===== src/rtl/fcore_seq_pkg.sv =====
// Shared types and constants for the fCore run sequencer.
package fcore_seq_pkg;

   typedef enum logic [2:0] {
      StIdle,
      StRunPulse,
      StWaitCore,
      StStartMover,
      StWaitMover
   } seq_state_t;

   localparam int unsigned DefaultTimeoutCycles = 4096;

endpackage


===== src/rtl/sat_counter.sv =====
// Width-parameterised saturating up-counter with synchronous clear.
module sat_counter #(
   parameter int unsigned WIDTH = 16
) (
   input  logic             clock,
   input  logic             reset,
   input  logic             clear,
   input  logic             incr,
   output logic [WIDTH-1:0] count
);

   logic [WIDTH-1:0] count_q, count_d;

   always_comb begin
      count_d = count_q;
      if (clear) begin
         count_d = '0;
      end else if (incr && (count_q != '1)) begin
         count_d = count_q + WIDTH'(1);
      end
   end

   always_ff @(posedge clock or posedge reset) begin
      if (reset) begin
         count_q <= '0;
      end else begin
         count_q <= count_d;
      end
   end

   assign count = count_q;

endmodule


===== src/rtl/fcore_run_sequencer.sv =====
// Per-trigger fCore round sequencer: run pulse, wait done, start mover, wait last beat.
// Optional FCORE_SEQ_PENDING_TRIGGER_EN queues one trigger that arrives while busy.
module fcore_run_sequencer
   import fcore_seq_pkg::*;
#(
   parameter int unsigned RUN_PULSE_WIDTH = 5,
   parameter int unsigned TIMEOUT_CYCLES  = DefaultTimeoutCycles,
   parameter int unsigned COUNTER_WIDTH   = 16
) (
   input  logic                     clock,
   input  logic                     reset,
   input  logic                     enable,
   input  logic                     trigger,
   output logic                     core_run,
   input  logic                     core_done,
   output logic                     mover_start,
   input  logic                     mover_last,
   output logic                     busy,
   output logic                     overrun,
   output logic                     timeout,
   output logic [COUNTER_WIDTH-1:0] overrun_count,
   output logic [COUNTER_WIDTH-1:0] timeout_count
);

   seq_state_t  state_q, state_d;
   logic [3:0]  pulse_cnt_q, pulse_cnt_d;
   logic [15:0] wdog_q, wdog_d;
   logic        done_q;
   logic        overrun_q, timeout_q;
   logic        in_wait, done_rise, pulse_last, wdog_expired;
   logic        trig_en, trig_busy, start_req, overrun_hit, wdog_abort;

   assign done_rise    = core_done & ~done_q;
   assign pulse_last   = (pulse_cnt_q == 4'(RUN_PULSE_WIDTH - 1));
   assign wdog_expired = (wdog_q == 16'(TIMEOUT_CYCLES - 1));
   assign in_wait      = (state_q == StWaitCore) || (state_q == StWaitMover);
   assign trig_en      = trigger & enable;
   assign trig_busy    = trig_en & (state_q != StIdle);

`ifdef FCORE_SEQ_PENDING_TRIGGER_EN
   logic pend_q, pend_d;

   assign start_req   = trig_en | pend_q;
   assign overrun_hit = trig_busy & pend_q;

   // Abort and launch both consume the queued trigger.
   always_comb begin
      pend_d = pend_q;
      if (wdog_abort || ((state_q == StIdle) && pend_q)) begin
         pend_d = 1'b0;
      end else if (trig_busy) begin
         pend_d = 1'b1;
      end
   end

   always_ff @(posedge clock or posedge reset) begin
      if (reset) begin
         pend_q <= 1'b0;
      end else begin
         pend_q <= pend_d;
      end
   end
`else
   assign start_req   = trig_en;
   assign overrun_hit = trig_busy;
`endif

   always_ff @(posedge clock or posedge reset) begin
      if (reset) begin
         state_q <= StIdle;
      end else begin
         state_q <= state_d;
      end
   end

   // Exit conditions are tested before watchdog expiry so they win a tie.
   always_comb begin
      state_d    = state_q;
      wdog_abort = 1'b0;
      unique case (state_q)
         StIdle:       if (start_req) state_d = StRunPulse;
         StRunPulse:   if (pulse_last) state_d = StWaitCore;
         StWaitCore: begin
            if (done_rise) begin
               state_d = StStartMover;
            end else if (wdog_expired) begin
               state_d    = StIdle;
               wdog_abort = 1'b1;
            end
         end
         StStartMover: state_d = StWaitMover;
         StWaitMover: begin
            if (mover_last) begin
               state_d = StIdle;
            end else if (wdog_expired) begin
               state_d    = StIdle;
               wdog_abort = 1'b1;
            end
         end
         default:      state_d = StIdle;
      endcase
   end

   always_comb begin
      core_run    = (state_q == StRunPulse);
      mover_start = (state_q == StStartMover);
      busy        = (state_q != StIdle);
      overrun     = overrun_q;
      timeout     = timeout_q;
   end

   always_comb begin
      pulse_cnt_d = (state_q == StRunPulse) ? pulse_cnt_q + 4'd1 : 4'd0;
      wdog_d      = (in_wait && (state_d == state_q)) ? wdog_q + 16'd1 : 16'd0;
   end

   always_ff @(posedge clock or posedge reset) begin
      if (reset) begin
         pulse_cnt_q <= 4'd0;
         wdog_q      <= 16'd0;
         done_q      <= 1'b0;
         overrun_q   <= 1'b0;
         timeout_q   <= 1'b0;
      end else begin
         pulse_cnt_q <= pulse_cnt_d;
         wdog_q      <= wdog_d;
         done_q      <= core_done;
         overrun_q   <= overrun_hit;
         timeout_q   <= wdog_abort;
      end
   end

   sat_counter #(
      .WIDTH (COUNTER_WIDTH)
   ) u_overrun_cnt (
      .clock (clock),
      .reset (reset),
      .clear (1'b0),
      .incr  (overrun_hit),
      .count (overrun_count)
   );

   sat_counter #(
      .WIDTH (COUNTER_WIDTH)
   ) u_timeout_cnt (
      .clock (clock),
      .reset (reset),
      .clear (1'b0),
      .incr  (wdog_abort),
      .count (timeout_count)
   );

endmodule


===== config.mk =====
export PLATFORM = sky130hd
export DESIGN_NAME = fcore_run_sequencer
export DESIGN_NICKNAME = d
export VERILOG_FILES = /design/src/rtl/fcore_seq_pkg.sv /design/src/rtl/sat_counter.sv /design/src/rtl/fcore_run_sequencer.sv
export SDC_FILE = /design/constraint.sdc
export NUM_CORES = 1
export LEC_CHECK = 0
export CORE_UTILIZATION = 50
export DETAILED_ROUTE_END_ITERATION = 8
export PLACE_DENSITY_LB_ADDON = 0.15
export SKIP_LAST_GASP = 1
export SYNTH_ARGS = -nofsm -noshare
export SYNTH_HDL_FRONTEND = slang
export SYNTH_SLANG_ARGS = --single-unit

===== constraint.sdc =====
create_clock -name clock -period 4.4 [get_ports clock]
set_input_delay 0.66 -clock clock [delete_from_list [all_inputs] [get_ports clock]]
set_output_delay 0.66 -clock clock [all_outputs]
set_load 0.02 [all_outputs]

==> results.txt, run 1 <==
first-pass GRT wire length: 9.32 mm
Yosys reg bits: 58
DP Area: 3250 sq um
largest delay contributor family on the critical path: simple AND/OR/NAND/NOR gates
ant diodes: 0
crit-path max cell delay: 0.54 ns
Pwr Density: 439 nW/um^2
Crit. End Element: flop
Initial Utilization: 53.2%
fmax: 359 MHz
LEAKAGE: 0.00153 uW
CTS Root Cell: clkbuf_8
initial antenna violation count: 0
fin crit period: 2.79 ns
detailed-route via count: 2090
filler instances: 411
WP data arrival: 3.00 ns
IO Pins: 43
worst endpoint required time: 4.62 ns
Yosys cell types: 36
height of the die: 76.7 um
Hold Crit Class: flop to flop
synthesis warning total: 0
VDD IR max: 0.425 mV
Die ar.: 5880 sq um
postcts setup bufs: 0
TritonCTS buffer count: 9
fin area: 3490 sq um
placed insts: 375
met1 Track Usage GR: 25.1%
crit path buf inv count: 0
footprint of the multi-input gates: 1240 sq um
Max FO, Critical Path: 9
first-pass iteration count of the detailed router: 5
Final WS setup: 1.61 ns
Pwr Total: 1530 uW
Reg clk slew, reported paths: 0.06 ns
post-cts sizing count: 0
RePlAce Congestion: 0.878
RSZ-0062 raised after global routing: false
Final Max Slew Viols: 0
Seq/Total Area, Yosys: 52.1%
num rows: 26
final setup fails: 0
GRT Util Overall: 20.4%
Iteration-0 DRC Markers: 116
share of post-route cells with drive strength above 1: 9.97%
actual slew at the worst max-slew pin: 1.02 ns
Final Cycle Share: 63.3%
fin nets: 327
# H-tree levels: 3
worst rel slew slack: 31.6%
area of the mapped netlist: 2790 sq um
clock sink count: 58
Fin Setup TNS: 0 ns
DRT antenna net count: 0
DRT Wirelength: 5.31 mm
Internal: 1100 uW
Die Wd: 76.7 um
type of origin of the critical path: flop
total core area: 5240 sq um
Storage cell area: 1450 sq um
Comb power frac: 19.5%
CP max-delay cell: or4_4
Hold Vio Cnt, Final: 0
MaxCap Viol Count: 0
Clock Path Buffers: 2
Switching Fraction: 28.3%
power share of the sequential group: 42.6%
Area Growth Syn to Fin: 25.1%
Cells after Synth: 267
NetSw: 434 uW
Critical Path Most Common Cell: or4_4
dpl hpwl: 3.82 mm
hold-fix buffers at CTS: 0
GRT overflow: 0
Post-Syn Area per Cell: 10.4 sq um
most utilized layer in the global route result: met2
Skew-Pair Late Insertion Delay: 0.33 ns
pin count of the biggest net entering global routing: 39
Avg Vias per Cell: 5.35
syn_nets: 278
critical path class: flop to flop
clock share of power: 37.9%
status: finished clean
M3 GR Usage: 4.76%
GRT met2 Usage: 33.5%
DR WL/cell: 13.6 um
vias in the first global route: 2049
r2r setup slk: 1.61 ns
clk_skew: 0.00591 ns
Layout Cells excl Fill: 391
TritonCTS clock tree: built
worst path cell trace: or4_4 > or4_4 > or3_1 > nor2_1 > mux2_2
drt drc: 0
pre-CTS WS: 1.60 ns
Port-buffer cells: 42
[cell usage after synthesis]
library cell	count	area, sq um
buf_6	1	11.3
a21oi_1	3	15.0
and3_2	2	15.0
nand4_1	14	87.6
xnor2_1	18	158
and4_1	4	35.0
and3_1	5	31.3
a21o_2	1	8.76
nand2_1	19	71.3
or2_2	2	12.5
nor4_4	1	21.3
xor2_1	25	219
nor3_1	9	45.0
or2b_2	1	8.76
o21ai_0	2	10.0
mux2_2	2	22.5
ha_1	5	62.6
dfrtp_1	58	1450
inv_1	12	45.0
o21bai_1	1	7.51
clkbuf_1	2	7.51
nand3_1	19	95.1
nor3b_1	1	7.51
or3_1	2	12.5
nor4_2	4	50.1
a31oi_1	5	31.3
nor4_1	3	18.8
inv_2	1	3.75
buf_12	1	20.0
or4_4	2	22.5
nand2b_1	1	6.26
and2_1	1	6.26
clkdlybuf4s15_1	1	10.0
o21ai_1	1	5.00
a41oi_1	2	17.5
nor2_1	36	135
[area by class of cell]
cell class / instances / area share [%]
clock buffers: 11 / 3.77
clock inverters: 5 / 2.94
inverters: 13 / 1.40
multi-input cells: 191 / 35.5
flip-flops and latches: 58 / 41.6
well taps: 70 / 2.51
repair buffers: 43 / 12.3
[cells by family (layout without fill, tap and decap cells)]
logic type / count (synthesis) / in the layout / synth area share, %
fa+ha+maj: 5 / 5 / 2.24
flops: 58 / 58 / 52.1
mux: 2 / 2 / 0.808
compound gates: 15 / 15 / 3.41
simple gates: 126 / 126 / 24.5
buf+inv: 18 / 72 / 3.50
xor+xnor: 43 / 43 / 13.5
[power groups by stage]
| stage | Combinational, uW | Sequential, uW | Clock (uW) |
|---|---|---|---|
| floorplan | 164 | 671 | 0 |
| global placement | 296 | 659 | 0 |
| detailed placement | 301 | 661 | 0 |
| CTS | 303 | 652 | 591 |
| global route | 328 | 663 | 619 |
| finish | 299 | 652 | 580 |
[worst reg2reg max path, stage by stage, from the launching register on]
cell and delay [ns]:
dfrtp_1 0.40, or4_4 0.54, or4_4 0.50, or3_1 0.53, nor2_1 0.33, mux2_2 0.37
[layout by cell type (no fill, tap or decap), types with 3 or more instances in the layout]
cell,n
dfrtp_1,58
clkdlybuf4s50_1,42
nor2_1,36
xor2_1,25
nand3_1,19
nand2_1,19
xnor2_1,18
nand4_1,14
inv_1,11
nor3_1,9
clkbuf_8,9
and3_1,5
a31oi_1,5
ha_1,5
and4_1,4
nor4_2,4
a21oi_1,3
nor4_1,3
bufinv_16,3
[per-stage QoR]
step	utilization (%)	hold WS (ns)
2_1_floorplan	-	0.448
3_3_place_gp	62.1	0.462
3_5_place_dp	62.1	0.480
4_1_cts	66.6	0.489
5_1_grt	66.6	0.511
6_report	66.6	0.480
[routing by layer]
layer / part of all wire [%] / up-vias / routed length [um]
met5: 0 / - / 0
met2: 48 / 52 / 2550
met1: 45 / 1002 / 2410
met4: 2.5 / 0 / 131
met3: 4.2 / 12 / 221
li1: - / 1024 / -
[path summary, 6_finish.rpt]
check	startpoint	to	depth (start not counted)
worst max-delay path	wdog_q[12]$_DFF_PP0_	u_timeout_cnt.count[1]$_DFFE_PP0P_	5
worst min-delay path	pulse_cnt_q[0]$_DFF_PP0_	pulse_cnt_q[0]$_DFF_PP0_	1
worst max register to register	wdog_q[12]$_DFF_PP0_	u_timeout_cnt.count[1]$_DFFE_PP0P_	5
worst min register to register	pulse_cnt_q[0]$_DFF_PP0_	pulse_cnt_q[0]$_DFF_PP0_	1
max in group asynchronous	reset	state_q[0]$_DFF_PP0_	3
min in group asynchronous	reset	u_overrun_cnt.count[9]$_DFFE_PP0P_	2
[registers in the layout (all words and copies together), names as in the netlist]
signal and count:
done_q 1, u_overrun_cnt.count 16, u_timeout_cnt.count 16, wdog_q 16, pulse_cnt_q 4, overrun 1
timeout 1, state_q 3
Note: power is estimated with default switching activity, not from simulation.
==> inputs of run 2 (changes only) <==
--- a/config.mk
+++ b/config.mk
@@ -5,7 +5,7 @@
 export SDC_FILE = /design/constraint.sdc
 export NUM_CORES = 1
 export LEC_CHECK = 0
-export CORE_UTILIZATION = 50
+export CORE_UTILIZATION = 48
 export DETAILED_ROUTE_END_ITERATION = 8
 export PLACE_DENSITY_LB_ADDON = 0.15
 export SKIP_LAST_GASP = 1
==> constraint.sdc (replaced) <==
create_clock -name clock -period 2.3 [get_ports clock]
set_input_delay 0.345 -clock clock [delete_from_list [all_inputs] [get_ports clock]]
set_output_delay 0.345 -clock clock [all_outputs]
set_load 0.02 [all_outputs]
==> results.txt, run 2 (synthesis gave the netlist of run 1 again) <==
clock sink count: 58 (unchanged)
Final Max Slew Viols: 0 (unchanged)
CTS Root Cell: clkbuf_8
Pwr Total: 2730 uW (+78%)
drt drc: 0 (unchanged)
worst endpoint required time: 2.56 ns (-2.06 ns)
type of origin of the critical path: flop
Skew-Pair Late Insertion Delay: 0.34 ns (about the same)
share of post-route cells with drive strength above 1: 15.1% (+5.2 points)
GRT overflow: 0 (unchanged)
crit path to: u_timeout_cnt.count[11]$_DFFE_PP0P_
Avg Vias per Cell: 5.20 (-2.8%)
status: finished, violations left
most common cell after layout, fill and taps aside: dfrtp_1
first-pass iteration count of the detailed router: 4 (-1)
commonest cells after routing, fill and taps aside: dfrtp_1 (58), clkdlybuf4s50_1 (42), nor2_1 (35)
final core occ: 65.8% (-0.84 points)
critical path class: flop to flop
LEAKAGE: 0.00161 uW (+5.2%)
Reg2Reg Capture Point: u_timeout_cnt.count[11]$_DFFE_PP0P_
failing checks: negative setup slack
VDD IR max: 0.576 mV (+35%)
Final WS setup: -0.0854 ns (-1.70 ns)
Max FO, Critical Path: 5 (-4)
WP data arrival: 2.65 ns (-0.35 ns)
DRT Wirelength: 5.59 mm (+5.3%)
num rows: 27 (+3.8%)
DR WL/cell: 13.7 um (+0.64%)
actual slew at the worst max-slew pin: 0.594 ns (-0.426 ns)
Initial Utilization: 50.3% (-2.9 points)
Clock Path Buffers: 2 (unchanged)
fin crit period: 2.39 ns (-0.401 ns)
hold-fix buffers at CTS: 0 (unchanged)
Die ar.: 6120 sq um (+4.0%)
MaxCap Viol Count: 0 (unchanged)
Final Cycle Share: 104% (+40 points)
TritonCTS buffer count: 9 (unchanged)
TritonCTS clock tree: built
RR Startpoint: wdog_q[15]$_DFF_PP0_
RePlAce Congestion: 0.868 (-1.1%)
ant diodes: 0 (unchanged)
IO Pins: 43 (unchanged)
Crit. Startpoint: wdog_q[15]$_DFF_PP0_
Hold Crit Class: primary input to async pin
Worst R2R Path Depth: 6 (+1)
total core area: 5540 sq um (+5.8%)
fmax: 419 MHz (+17%)
detailed-route via count: 2125 (+1.7%)
height of the die: 78.2 um (+2.0%)
Port-buffer cells: 42 (unchanged)
RSZ-0062 raised after global routing: true
Die Wd: 78.2 um (+2.0%)
initial antenna violation count: 0 (unchanged)
worst rel slew slack: 60.3% (+29 points)
DRT antenna net count: 0 (unchanged)
final setup fails: 9 (+9)
clk_skew: 0.00827 ns (+0.00236 ns)
Fin Setup TNS: -0.450 ns (-0.450 ns)
Reg clk slew, reported paths: 0.07 ns (about the same)
Area Growth Syn to Fin: 30.7%
vias in the first global route: 2120 (+3.5%)
Crit. End Element: flop
GRT Util Overall: 20.4% (-0.072 points)
dpl hpwl: 3.88 mm (+1.6%)
Iteration-0 DRC Markers: 96 (-17%)
pin count of the biggest net entering global routing: 32 (-18%)
# H-tree levels: 3 (unchanged)
r2r setup slk: -0.09 ns (-1.70 ns)
Pwr Density: 749 nW/um^2 (+71%)
Hold Vio Cnt, Final: 0 (unchanged)
fin nets: 344 (+5.2%)
hold slack: 0.405 ns (-0.0746 ns)
first-pass GRT wire length: 9.44 mm (+1.3%)
## run 2: repair_timing
action                                  in CTS  in global routing
pin swaps                                    3                  5
endpoints found under the hold margin        0                  0
setup buffers                                0                  1
resized for setup                            5                  7
endpoints found under the setup margin      16                 16
gates cloned                                 1                  1
## run 2: layout make-up
cell class,instances,area [sq um]
fill,447,1900
sequential,58,1450
multi-input combinational,191,1290
timing repair buffer,59,568
clock buffer,12,145
tap,72,90.1
inverter,13,56.3
clock inverter,3,40.0
timing repair inverter,1,6.26
## run 2: power breakdown
group          switching, uW  total, uW  internal [uW]
Clock                    380        900            521
Sequential               128       1240           1120
Combinational            310        585            275
## run 2: how the worst min path moves through the flow
stage / startpoint / endpoint / cells past startpoint
floorplan: core_done / done_q$_DFF_PP0_ / 0
detailed placement: pulse_cnt_q[0]$_DFF_PP0_ / pulse_cnt_q[0]$_DFF_PP0_ / 1
CTS: reset / wdog_q[5]$_DFF_PP0_ / 2
finish: reset / u_overrun_cnt.count[2]$_DFFE_PP0P_ / 2
global placement: u_overrun_cnt.count[13]$_DFFE_PP0P_ / u_overrun_cnt.count[13]$_DFFE_PP0P_ / 1
global route: reset / u_overrun_cnt.count[2]$_DFFE_PP0P_ / 2
## run 2: critical path, cell delays in order, from the launching register on
cell	delay, ns
dfrtp_1	0.38
or4_4	0.54
or4_4	0.43
or3_4	0.36
buf_6	0.16
nor4_4	0.27
xor2_1	0.18
## run 2: per-layer routing
layer,GRT usage (%),routed length (um)
met2,32.0,2700
met5,0,0
met3,5.35,211
met4,10.4,87
met1,25.9,2590
## run 2: stage by stage
step / instances / setup slack, ns / instance area, sq um
CTS: 407 / -0.0864 / 3600
finish: 409 / -0.0854 / 3640
detailed placement: 391 / -0.189 / 3390
global placement: 391 / -0.105 / 3390
floorplan: 267 / -0.0981 / 2800
global route: 409 / -0.148 / 3640
==> inputs of run 3 (changes only) <==
--- a/config.mk
+++ b/config.mk
@@ -5,10 +5,11 @@
 export SDC_FILE = /design/constraint.sdc
 export NUM_CORES = 1
 export LEC_CHECK = 0
-export CORE_UTILIZATION = 48
+export CORE_UTILIZATION = 50
 export DETAILED_ROUTE_END_ITERATION = 8
 export PLACE_DENSITY_LB_ADDON = 0.15
 export SKIP_LAST_GASP = 1
+export SLEW_MARGIN = 20
 export SYNTH_ARGS = -nofsm -noshare
 export SYNTH_HDL_FRONTEND = slang
 export SYNTH_SLANG_ARGS = --single-unit
==> constraint.sdc (replaced) <==
create_clock -name clock -period 2.6 [get_ports clock]
set_input_delay 0.39 -clock clock [delete_from_list [all_inputs] [get_ports clock]]
set_output_delay 0.39 -clock clock [all_outputs]
set_load 0.02 [all_outputs]
==> results.txt, run 3 (synthesis gave the netlist of run 1 again) <==
status: finished clean
DP Area: 3330 sq um (-1.7%)
GRT Util Overall: 20.2% (-0.15 points)
Switching Fraction: 31.6% (+1.6 points)
clock share of power: 29.0% (-4.0 points)
drt drc: 0 (unchanged)
clock sink count: 58 (unchanged)
Internal: 1570 uW (-18%)
hold-fix buffers at CTS: 0 (unchanged)
Crit. Startpoint: wdog_q[12]$_DFF_PP0_
first-pass iteration count of the detailed router: 4 (unchanged)
Reg clk slew, reported paths: 0.06 ns (about the same)
Hold Vio Cnt, Final: 0 (unchanged)
GRT overflow: 0 (unchanged)
most common cell after layout, fill and taps aside: dfrtp_1
Die ar.: 5880 sq um (-3.9%)
Die Wd: 76.7 um (-2.0%)
fin crit period: 2.52 ns (+0.132 ns)
TritonCTS clock tree: built
Crit. End Element: flop
Area Growth Syn to Fin: 25.2%
RePlAce Congestion: 0.861 (-0.74%)
vias in the first global route: 2065 (-2.6%)
worst endpoint required time: 2.85 ns (+0.29 ns)
MaxCap Viol Count: 0 (unchanged)
fin area: 3490 sq um (-4.2%)
DRT Wirelength: 5.42 mm (-3.0%)
clk_skew: 0.00714 ns (-0.00113 ns)
initial antenna violation count: 0 (unchanged)
Initial Utilization: 53.2% (+2.9 points)
Clock Path Buffers: 2 (unchanged)
detailed-route via count: 2118 (-0.33%)
Final WS setup: 0.0826 ns (+0.168 ns)
# H-tree levels: 3 (unchanged)
Avg Vias per Cell: 5.32 (+2.4%)
RSZ-0062 raised after global routing: true
Final Cycle Share: 96.8% (-6.9 points)
Final Max Slew Viols: 0 (unchanged)
Hold Crit Class: primary input to async pin
type of origin of the critical path: flop
worst rel slew slack: 63.0% (+2.6 points)
RR Startpoint: wdog_q[12]$_DFF_PP0_
Layout Cells excl Fill: 398 (-2.7%)
Iteration-0 DRC Markers: 110 (+15%)
pre-CTS WS: 0.109 ns (+0.298 ns)
WP data arrival: 2.77 ns (+0.12 ns)
IO Pins: 43 (unchanged)
fin nets: 335 (-2.6%)
Max FO, Critical Path: 8 (+3)
power share of the sequential group: 48.2% (+2.6 points)
NetSw: 724 uW (-12%)
Skew-Pair Late Insertion Delay: 0.32 ns (-0.02 ns)
height of the die: 76.7 um (-2.0%)
commonest cells after routing, fill and taps aside: dfrtp_1 (58), clkdlybuf4s50_1 (42), nor2_1 (36)
Pwr Total: 2290 uW (-16%)
DR WL/cell: 13.6 um (-0.34%)
VDD IR max: 0.649 mV (+13%)
ant diodes: 0 (unchanged)
total core area: 5240 sq um (-5.5%)
final setup fails: 0 (-9)
CTS Root Cell: clkbuf_8
critical path class: flop to flop
TritonCTS buffer count: 9 (unchanged)
Fin Setup TNS: 0 ns (+0.450 ns)
fmax: 397 MHz (-5.2%)
share of post-route cells with drive strength above 1: 11.9% (-3.2 points)
Comb power frac: 22.9% (+1.5 points)
Port-buffer cells: 42 (unchanged)
filler instances: 425 (-4.9%)
DRT antenna net count: 0 (unchanged)
LEAKAGE: 0.00154 uW (-4.2%)
num rows: 26 (-3.7%)
Pwr Density: 656 nW/um^2 (-12%)
dpl hpwl: 3.80 mm (-2.1%)
pin count of the biggest net entering global routing: 59 (+84%)
first-pass GRT wire length: 9.36 mm (-0.81%)
placed insts: 383 (-2.0%)
actual slew at the worst max-slew pin: 0.550 ns (-0.0436 ns)
[run 3: changes by cell type in the layout (fill, tap and decap cells not counted), sizes merged]
cell    change
inv         -1
clkinv      +2
bufinv      -1
clkbuf      -1
buf         -8
[run 3: cell type report]
cell class / instances / area (sq um) / share of cell area (%)
repair buffers: 51 / 500 / 14.3
well taps: 70 / 87.6 / 2.51
flip-flops and latches: 58 / 1450 / 41.6
clock inverters: 4 / 20.0 / 0.574
multi-input cells: 191 / 1250 / 35.7
clock buffers: 11 / 131 / 3.76
inverters: 13 / 51.3 / 1.47
[run 3: through the flow]
step / hold slack (ns) / utilization [%]
2_1_floorplan: 0.421 / -
3_3_place_gp: 0.474 / 63.5
3_5_place_dp: 0.479 / 63.5
4_1_cts: 0.452 / 66.4
5_1_grt: 0.466 / 66.6
6_report: 0.423 / 66.6
[run 3: path summary, 6_finish.rpt]
kind	cells after the start	end	slack, ns
setup reg to reg	6	u_timeout_cnt.count[13]$_DFFE_PP0P_	0.08
setup / recovery	6	u_timeout_cnt.count[13]$_DFFE_PP0P_	0.08
hold / removal	3	u_overrun_cnt.count[8]$_DFFE_PP0P_	0.42
max in group asynchronous	3	wdog_q[2]$_DFF_PP0_	1.90
min in group clock	1	wdog_q[0]$_DFF_PP0_	0.48
hold reg to reg	1	wdog_q[0]$_DFF_PP0_	0.48
[run 3: power by group through the flow]
| stage | combinational, uW | sequential, uW | clock, uW |
|---|---|---|---|
| floorplan | 278 | 1130 | 0 |
| global placement | 518 | 1120 | 0 |
| detailed placement | 525 | 1120 | 0 |
| CTS | 530 | 1100 | 682 |
| global route | 566 | 1120 | 715 |
| finish | 524 | 1100 | 663 |
[run 3: worst max-delay path: stages, from the launching register on]
cell     delay, ns
dfrtp_1       0.37
or4_4         0.53
or4_4         0.50
or3_1         0.34
buf_4         0.20
nor4_2        0.30
xor2_1        0.18
[run 3: repair_timing]
action                     CTS  global route
setup endpoints to repair    0             4
resized for setup            0             2
buffers inserted             0             0
[run 3: layer usage]
layer / vias to the layer above / track usage [%] / wire, um
li1: 1038 / - / -
met1: 1029 / 27.5 / 2560
met2: 45 / 31.1 / 2620
met3: 6 / 3.33 / 167
met4: 0 / 10.6 / 68
met5: - / 0 / 0
